### src/rtl/fb_pkg.sv
// Shared definitions for the 40x30 1-bit cell framebuffer (writer, reader, bench).
package fb_pkg;

  localparam int GRID_COLS   = 40;
  localparam int GRID_ROWS   = 30;
  localparam int TOTAL_CELLS = GRID_COLS * GRID_ROWS;
  localparam int ADDR_W      = 11;
  localparam int COL_W       = 6;
  localparam int ROW_W       = 5;
  // One extra bit so the fill counter can hold TOTAL_CELLS itself, even if
  // ADDR_W were trimmed to exactly fit the grid.
  localparam int CNT_W       = ADDR_W + 1;

  typedef enum logic [1:0] {
    OP_SET  = 2'd0,
    OP_CLR  = 2'd1,
    OP_FILL = 2'd2,
    OP_RSVD = 2'd3
  } cmd_op_t;

  typedef enum logic [1:0] {
    ST_IDLE,
    ST_WAIT_WIN,
    ST_WRITE,
    ST_FILL
  } state_t;

endpackage

### src/rtl/fb_cell_addr.sv
// Combinational (col,row) -> linear SRAM address plus range flag.
// Shared with the pixel-driver read side so both ends agree on the layout.
module fb_cell_addr
  import fb_pkg::*;
(
  input  logic [COL_W-1:0]  col,
  input  logic [ROW_W-1:0]  row,
  output logic [ADDR_W-1:0] addr,
  output logic              in_range
);

  logic [ADDR_W-1:0] row_ext;
  logic [ADDR_W-1:0] col_ext;

  assign row_ext = ADDR_W'(row);
  assign col_ext = ADDR_W'(col);

  // row*40 as row*32 + row*8; this mapping is tied to the 40-column grid.
  assign addr = (row_ext << 5) + (row_ext << 3) + col_ext;

  assign in_range = (col < COL_W'(GRID_COLS)) && (row < ROW_W'(GRID_ROWS));

endmodule

### src/rtl/framebuffer_cell_writer.sv
// Write side of the cell framebuffer SRAM. Takes SET/CLR/FILL commands over
// valid/ready and performs the writes only while write_window is high.
//
//  state       | meaning
//  ST_IDLE     | ready for a command, pixel driver may read
//  ST_WAIT_WIN | single-cell write pending, waiting for the write window
//  ST_WRITE    | single-cell write strobe cycle, port owned by the writer
//  ST_FILL     | whole-grid fill in progress, pauses while the window is low
//
// All outputs are flops; the comb block computes their next values together
// with the next state, so every output changes on the same edge as the state.
module framebuffer_cell_writer
  import fb_pkg::*;
(
  input  logic              clk_74a,
  input  logic              reset_74a,
  input  logic              cmd_valid,
  output logic              cmd_ready,
  input  logic [1:0]        cmd_op,
  input  logic [COL_W-1:0]  cmd_col,
  input  logic [ROW_W-1:0]  cmd_row,
  input  logic              cmd_fill_val,
  input  logic              write_window,
  output logic [ADDR_W-1:0] sram_addr,
  output logic              sram_wr_data,
  output logic              sram_wr_en,
  output logic              sram_read_ok,
  output logic              busy,
  output logic              cmd_err
);

  state_t            state, state_n;
  logic [CNT_W-1:0]  fill_cnt, fill_cnt_n;
  logic              ready_n, wr_en_n, wr_data_n, read_ok_n, busy_n, err_n;
  logic [ADDR_W-1:0] addr_n;
  logic [ADDR_W-1:0] cell_addr;
  logic              cell_in_range;

  fb_cell_addr u_cell_addr (
    .col      (cmd_col),
    .row      (cmd_row),
    .addr     (cell_addr),
    .in_range (cell_in_range)
  );

  // Next state and next registered outputs.
  always_comb begin
    state_n    = state;
    fill_cnt_n = fill_cnt;
    ready_n    = cmd_ready;
    addr_n     = sram_addr;
    wr_data_n  = sram_wr_data;
    read_ok_n  = sram_read_ok;
    busy_n     = busy;
    wr_en_n    = 1'b0;
    err_n      = 1'b0;

    case (state)
      ST_IDLE: begin
        if (cmd_valid && cmd_ready) begin
          if (cmd_op == OP_FILL) begin
            fill_cnt_n = '0;
            wr_data_n  = cmd_fill_val;
            state_n    = ST_FILL;
            ready_n    = 1'b0;
            busy_n     = 1'b1;
            read_ok_n  = 1'b0;
          end else if ((cmd_op == OP_RSVD) || !cell_in_range) begin
            err_n = 1'b1;
          end else begin
            addr_n    = cell_addr;
            wr_data_n = (cmd_op == OP_SET);
            state_n   = ST_WAIT_WIN;
            ready_n   = 1'b0;
            busy_n    = 1'b1;
          end
        end
      end

      ST_WAIT_WIN: begin
        if (write_window) begin
          state_n   = ST_WRITE;
          wr_en_n   = 1'b1;
          read_ok_n = 1'b0;
        end
      end

      ST_WRITE: begin
        state_n   = ST_IDLE;
        ready_n   = 1'b1;
        busy_n    = 1'b0;
        read_ok_n = 1'b1;
      end

      ST_FILL: begin
        // The last strobe goes out while still in FILL, so the port stays
        // owned through it; the count reaching TOTAL_CELLS ends the fill.
        if (fill_cnt == CNT_W'(TOTAL_CELLS)) begin
          state_n   = ST_IDLE;
          ready_n   = 1'b1;
          busy_n    = 1'b0;
          read_ok_n = 1'b1;
        end else if (write_window) begin
          wr_en_n    = 1'b1;
          addr_n     = fill_cnt[ADDR_W-1:0];
          fill_cnt_n = fill_cnt + CNT_W'(1);
        end
      end

      default: begin
        state_n = ST_IDLE;
      end
    endcase
  end

  // State and output registers with synchronous reset.
  always_ff @(posedge clk_74a) begin
    if (reset_74a) begin
      state        <= ST_IDLE;
      fill_cnt     <= '0;
      cmd_ready    <= 1'b1;
      sram_addr    <= '0;
      sram_wr_data <= 1'b0;
      sram_wr_en   <= 1'b0;
      sram_read_ok <= 1'b1;
      busy         <= 1'b0;
      cmd_err      <= 1'b0;
    end else begin
      state        <= state_n;
      fill_cnt     <= fill_cnt_n;
      cmd_ready    <= ready_n;
      sram_addr    <= addr_n;
      sram_wr_data <= wr_data_n;
      sram_wr_en   <= wr_en_n;
      sram_read_ok <= read_ok_n;
      busy         <= busy_n;
      cmd_err      <= err_n;
    end
  end

endmodule

### config.mk
export PLATFORM = sky130hd
export DESIGN_NAME = framebuffer_cell_writer
export DESIGN_NICKNAME = d
export VERILOG_FILES = /design/src/rtl/fb_pkg.sv /design/src/rtl/fb_cell_addr.sv /design/src/rtl/framebuffer_cell_writer.sv
export SDC_FILE = /design/constraint.sdc
export NUM_CORES = 1
export LEC_CHECK = 0
export CORE_UTILIZATION = 30
export DETAILED_ROUTE_END_ITERATION = 8
export HOLD_SLACK_MARGIN = 0.02
export SYNTH_ARGS = -nofsm -noshare
export SYNTH_HDL_FRONTEND = slang
export SYNTH_SLANG_ARGS = --single-unit
### constraint.sdc
create_clock -name clk_74a -period 2.4 [get_ports clk_74a]
set_clock_uncertainty 0.15 [all_clocks]
set_input_delay 0.24 -clock clk_74a [delete_from_list [all_inputs] [get_ports clk_74a]]
set_output_delay 0.24 -clock clk_74a [all_outputs]
set_load 0.005 [all_outputs]
Word-level counts from Yosys, hierarchy flattened --
Index checks and enable logic that the tools add are counted.
Word-level totals: output and inout port bits 17, bits in latches 0, input port bits 18, ROM bits 0, bits in writable memories 0, register bits after elaboration 31, memories 0
Cells by class: mux-type cells 37, divide/modulo/power cells 0, add/subtract/negate cells 3, reduce and logical (&&, ||, !) cells 15, order comparisons 2, equality and inequality tests 16, bitwise logic cells 2, multiply operators 0, shifts and indexed selects 0
Operators with widths (count):
- $mux W11 | 5
- $mux W12 | 4
- $pmux W12 S2 | 1
- $pmux W11 S2 | 1
- $ne A2 B2 Y1 const B | 9
- $mux W1 | 16
- $add A12 B1 Y12 const B | 1
- $eq A12 B11 Y1 const B | 1
- $reduce_and A4 Y1 | 3
- $add A10 B8 Y11 | 1
- $add A11 B6 Y11 | 1
- $mux W2 | 5
- $eq A2 B2 Y1 const B | 4
- $pmux W2 S4 | 1
- $lt A6 B6 Y1 const B | 1
- $pmux W1 S3 | 2
- $reduce_and A6 Y1 | 1
- $lt A5 B5 Y1 const B | 1
- $reduce_and A5 Y1 | 1
- $logic_not A2 Y1 | 2
- $pmux W1 S4 | 1
- $reduce_or A4 Y1 | 1
- $ne A3 B3 Y1 const B | 1
- $reduce_and A3 Y1 | 1
- 8 further kinds | 10

Longest topological paths before layout --
word-level depth 8, depth in mapped cells 9

Cells and area by module --
From an unflattened synthesis, not the netlist that was laid out.
Unflattened totals: cell total of the unflattened synthesis 241, area total of the unflattened synthesis 2009.4 sq um
Modules (own cells, without submodules):
- framebuffer_cell_writer | instances 1, area an instance 1671.6 sq um, cells each 199
- fb_cell_addr | instances 1, area an instance 337.8 sq um, cells each 42

Least setup slack after synthesis --
OpenSTA, ideal clock, no wires.
path kind input-to-reg, from in cmd_col[5], to reg sram_addr[8], setup slack 100 ps, path buffers 0, data arrival time 2062 ps, setup time 88 ps, cell stages on the path 9, data required time 2162 ps, cells stage by stage inv_1 -> fa_1 -> inv_1 -> fa_1 -> a211oi_1 -> nor2_1 -> a21oi_1 -> o31ai_1 -> a311oi_2
Between the ends: word-level cells in the longest chain between the ends 6
RTL lines:
- start: declaration | RTL line framebuffer_cell_writer.sv:20 | input logic [COL_W-1:0] cmd_col,
- branches (longest 6 deep; another with $add A11 B6 Y11)
- end signal: assignment | RTL line framebuffer_cell_writer.sv:132 | sram_addr <= addr_n;
- end: declaration | RTL line framebuffer_cell_writer.sv:24 | output logic [ADDR_W-1:0] sram_addr,
Several ways; the timed one is not identified. The select of a mux whose other input is x is not followed. A chain may end at the register's enable or synchronous reset.

Worst setup path in the final report --
from in cmd_row[1], to reg sram_addr[8]
Between the ends: word-level cells in the longest chain between the ends 6
RTL lines:
- start: declaration | RTL line framebuffer_cell_writer.sv:21 | input logic [ROW_W-1:0] cmd_row,
- $add A10 B8 Y11 / $lt A5 B5 Y1 (equally long branches) | RTL line fb_cell_addr.sv:19, fb_cell_addr.sv:21
- $add A11 B6 Y11 / $logic_and A1 B1 Y1 (equally long branches) | RTL line fb_cell_addr.sv:19, fb_cell_addr.sv:21
- $mux W11 / $logic_not A1 Y1 (equally long branches) | RTL line framebuffer_cell_writer.sv:68 | end else if ((cmd_op == OP_RSVD) || !cell_in_range) begin
- $mux W11 / $logic_or A1 B1 Y1 (equally long branches) | RTL line framebuffer_cell_writer.sv:61, framebuffer_cell_writer.sv:68
- $mux W11 / $ne A2 B2 Y1 (equally long branches)
- $pmux W11 S2 / $reduce_and A6 Y1 (equally long branches)
Parallel ways exist; a longest one is shown, timed or not. The select of a mux whose other input is x is not followed.

==> run metrics <==
drt first pass iters 4; Starting Density around a third; Placed Cells incl. Taps about 340; DIE WIDTH about 84 um; final antenna-violating net count 0; clock root buffer master clkbuf_8; CTS tree yes; Post-Syn Area between 0.002 and 0.0025 mm2; Die ar. approximately 0.007 mm2; post-synth net total roughly 250; register area share after synthesis 30.94%; Avg Cell Area, Syn around 9.3 um2; Pleak ~0.0011 uW; number of DRC markers in iteration 0 57; number of synthesized register bits 31; Post-DP HPWL 3440 um; Yosys Warn Count 0; Post-CTS Hold Buffers 0; relative slew slack between 70% and 80%; PnR worst setup slack 0.07141 ns; htree depth 2; final-layout fill cell count 634; kind of critical path in -> reg; area of the multi-input gates around 0.0013 mm2; critical path arrival between 2 and 2.5 ns; crit start category input port; Final GP Congestion 0.8272; share of layout cells above drive strength 1 between 20% and 30%; FP Rows 29; CORE AREA approximately 0.0064 mm2; Tcrit/Tclk final between 90% and 100%; worst-path maximum fanout 2; Placed Area 0.002522 mm2; worst ir drop on vdd approximately 0.32 mV; Place WS -0.4475 ns; worst slew pin tran around 0.35 ns; Total GRT Usage around 14%; Max Freq approximately 430 MHz; overall routed net length between 4000 and 5000 um; area grow syn2layout 33.31%; Min Hold Slack 0.3508 ns; async set-reset flop share out of synthesis 0%; Crit path required time roughly 2.4 ns; largest net degree at the start of global routing 22; CTS Buffer Depth 2; initial antenna violation count 0; Final Cell Area roughly 0.0027 mm2; die height approximately 84 um; max cap viols 0; Syn Inst Count between 200 and 250; endpoints failing hold 0; count of input and output buffers 34; clk slew on worst S/H paths about 0.060 ns; Synth Flop Type dfxtp_1; outcome finished, final reports clean; total clock sinks 31; Yosys cell types 47; worst skew pair latency between 0.2 and 0.3 ns; final setup fails 0; IO Count 35; Vias/cell 4.977; Worst Hold Class reg -> reg; register area ~620 um2; number of diodes 0; EDFF count, synth 0; CTS Buf Count 5; DR vias between 1,500 and 2,000; Tmin final about 2.3 ns; Finished Layout Cells around 340; first-pass GRT wire length 8135 um; # DRC 0; vias in the first global route about 1,700; grt total ovfl 0; Max Slew Vio Count 0; crit end category register; Pwr per Cell Area between 500 and 600 mW/mm2; per-cell routed wire length around 13 um; Nets between 200 and 300
## worst max-delay path, cell delays in order
cell and delay, ns:
clkdlybuf4s50_1 0.51, ha_1 0.25, ha_2 0.21, fa_2 0.40, a211oi_2 0.23, nor2_1 0.10, a21oi_2 0.13, o31ai_2 0.08
a311oi_2 0.22
## per-stage QoR
step                      util (%)  total power, uW  TNS [ns]
after global placement       39.50            980.8    -1.807
final                        41.87             1444         0
after global routing         41.87             1528  -0.05178
after CTS                    41.46             1446         0
after floorplan                  -            821.8         0
after detailed placement     39.50            982.4    -2.014
## state kept, by name, indices dropped and copies added, names as in the netlist
register	flops
fill_cnt	12
sram_read_ok	1
cmd_ready	1
sram_wr_data	1
busy	1
state	2
sram_wr_en	1
sram_addr	11
cmd_err	1
## Yosys cell counts (2+ instances only)
master / instances / area, um2
clkbuf_1: 5 / 18.77
mux2i_1: 4 / 40.04
inv_1: 9 / 33.78
a311oi_2: 10 / 150.1
o2111ai_1: 7 / 61.31
a21oi_1: 8 / 40.04
and4_1: 3 / 26.28
o211ai_1: 6 / 45.04
buf_6: 2 / 22.52
and4b_1: 2 / 20.02
a21o_1: 2 / 15.01
nand2b_1: 6 / 37.54
o21ai_0: 5 / 25.02
dfxtp_1: 31 / 620.6
and2_1: 2 / 12.51
buf_2: 4 / 20.02
xor2_1: 10 / 87.58
o21bai_1: 3 / 22.52
nor2_1: 21 / 78.83
nor2_2: 9 / 56.30
nand2_1: 11 / 41.29
a211oi_1: 3 / 22.52
ha_1: 11 / 137.6
and3_1: 8 / 50.05
fa_1: 2 / 40.04
nor2b_1: 2 / 12.51
nand3_1: 10 / 50.05
## cell usage in the layout (no fill, tap or decap), types with 3 or more instances in the layout
| cell type | synthesis | routed |
|---|---|---|
| and4_1 | 3 | 3 |
| clkbuf_8 | 0 | 7 |
| mux2i_1 | 4 | 4 |
| dfxtp_1 | 31 | 31 |
| o21ai_0 | 5 | 4 |
| o211ai_1 | 6 | 6 |
| inv_1 | 9 | 7 |
| nor2_1 | 21 | 21 |
| ha_1 | 11 | 9 |
| a21oi_1 | 8 | 6 |
| o21bai_1 | 3 | 3 |
| nor2_2 | 9 | 9 |
| nand2b_1 | 6 | 6 |
| o2111ai_1 | 7 | 7 |
| nand3_1 | 10 | 10 |
| clkdlybuf4s50_1 | 0 | 31 |
| buf_4 | 0 | 21 |
| and3_1 | 8 | 8 |
| a311oi_2 | 10 | 10 |
| xor2_1 | 10 | 10 |
| nand2_1 | 11 | 11 |
## worst paths after layout
kind	start	depth (start not counted)	slack, ns	endpoint
setup / recovery	cmd_row[1]	9	0.07	sram_addr[8]
hold / removal	sram_wr_data	2	0.35	sram_wr_data
setup reg to reg	fill_cnt[0]	7	0.38	sram_addr[3]
hold reg to reg	sram_wr_data	2	0.35	sram_wr_data
## kinds of logic (layout without fill, tap and decap cells)
group / after synthesis / after routing / share of synthesized area [%]
AND/OR/NAND/NOR: 82 / 82 / 23.46
buffers and inverters: 22 / 73 / 5.926
AO/OA/AOI/OAI: 53 / 53 / 24.02
XOR/XNOR: 11 / 11 / 4.803
flip-flops: 31 / 31 / 30.94
multiplexers: 4 / 4 / 1.996
adder cells (fa/ha/maj): 13 / 13 / 8.858
## where the power goes
part	total [uW]	switching (uW)	internal [uW]
clock	448	186	261
combinational	421	199	223
sequential	575	26.7	548
total	1440	412	1030
## routing by layer
| metal | global-route usage (%) | vias up | wire length [um] |
|---|---|---|---|
| met1 | 19.91 | 785 | 2365 |
| met4 | 5.239 | 0 | 102 |
| met3 | 2.176 | 7 | 97 |
| li1 | - | 897 | - |
| met2 | 21.14 | 23 | 2009 |
| met5 | 0 | - | 0 |
## final cells by class
class	count	area share (%)
Multi-Input combinational cell	163	49.13
Sequential cell	31	23.21
Timing Repair Buffer	56	19.05
Clock buffer	8	3.744
Tap cell	77	3.603
Inverter	9	1.263
## timing repair
| action | CTS | global route |
|---|---|---|
| gates resized for setup | 8 | 8 |
| buffers inserted | 0 | 0 |
| endpoints found under the setup margin | 5 | 4 |
| pin swaps | 6 | 5 |
No activity file was read; power rests on OpenSTA's default activity.
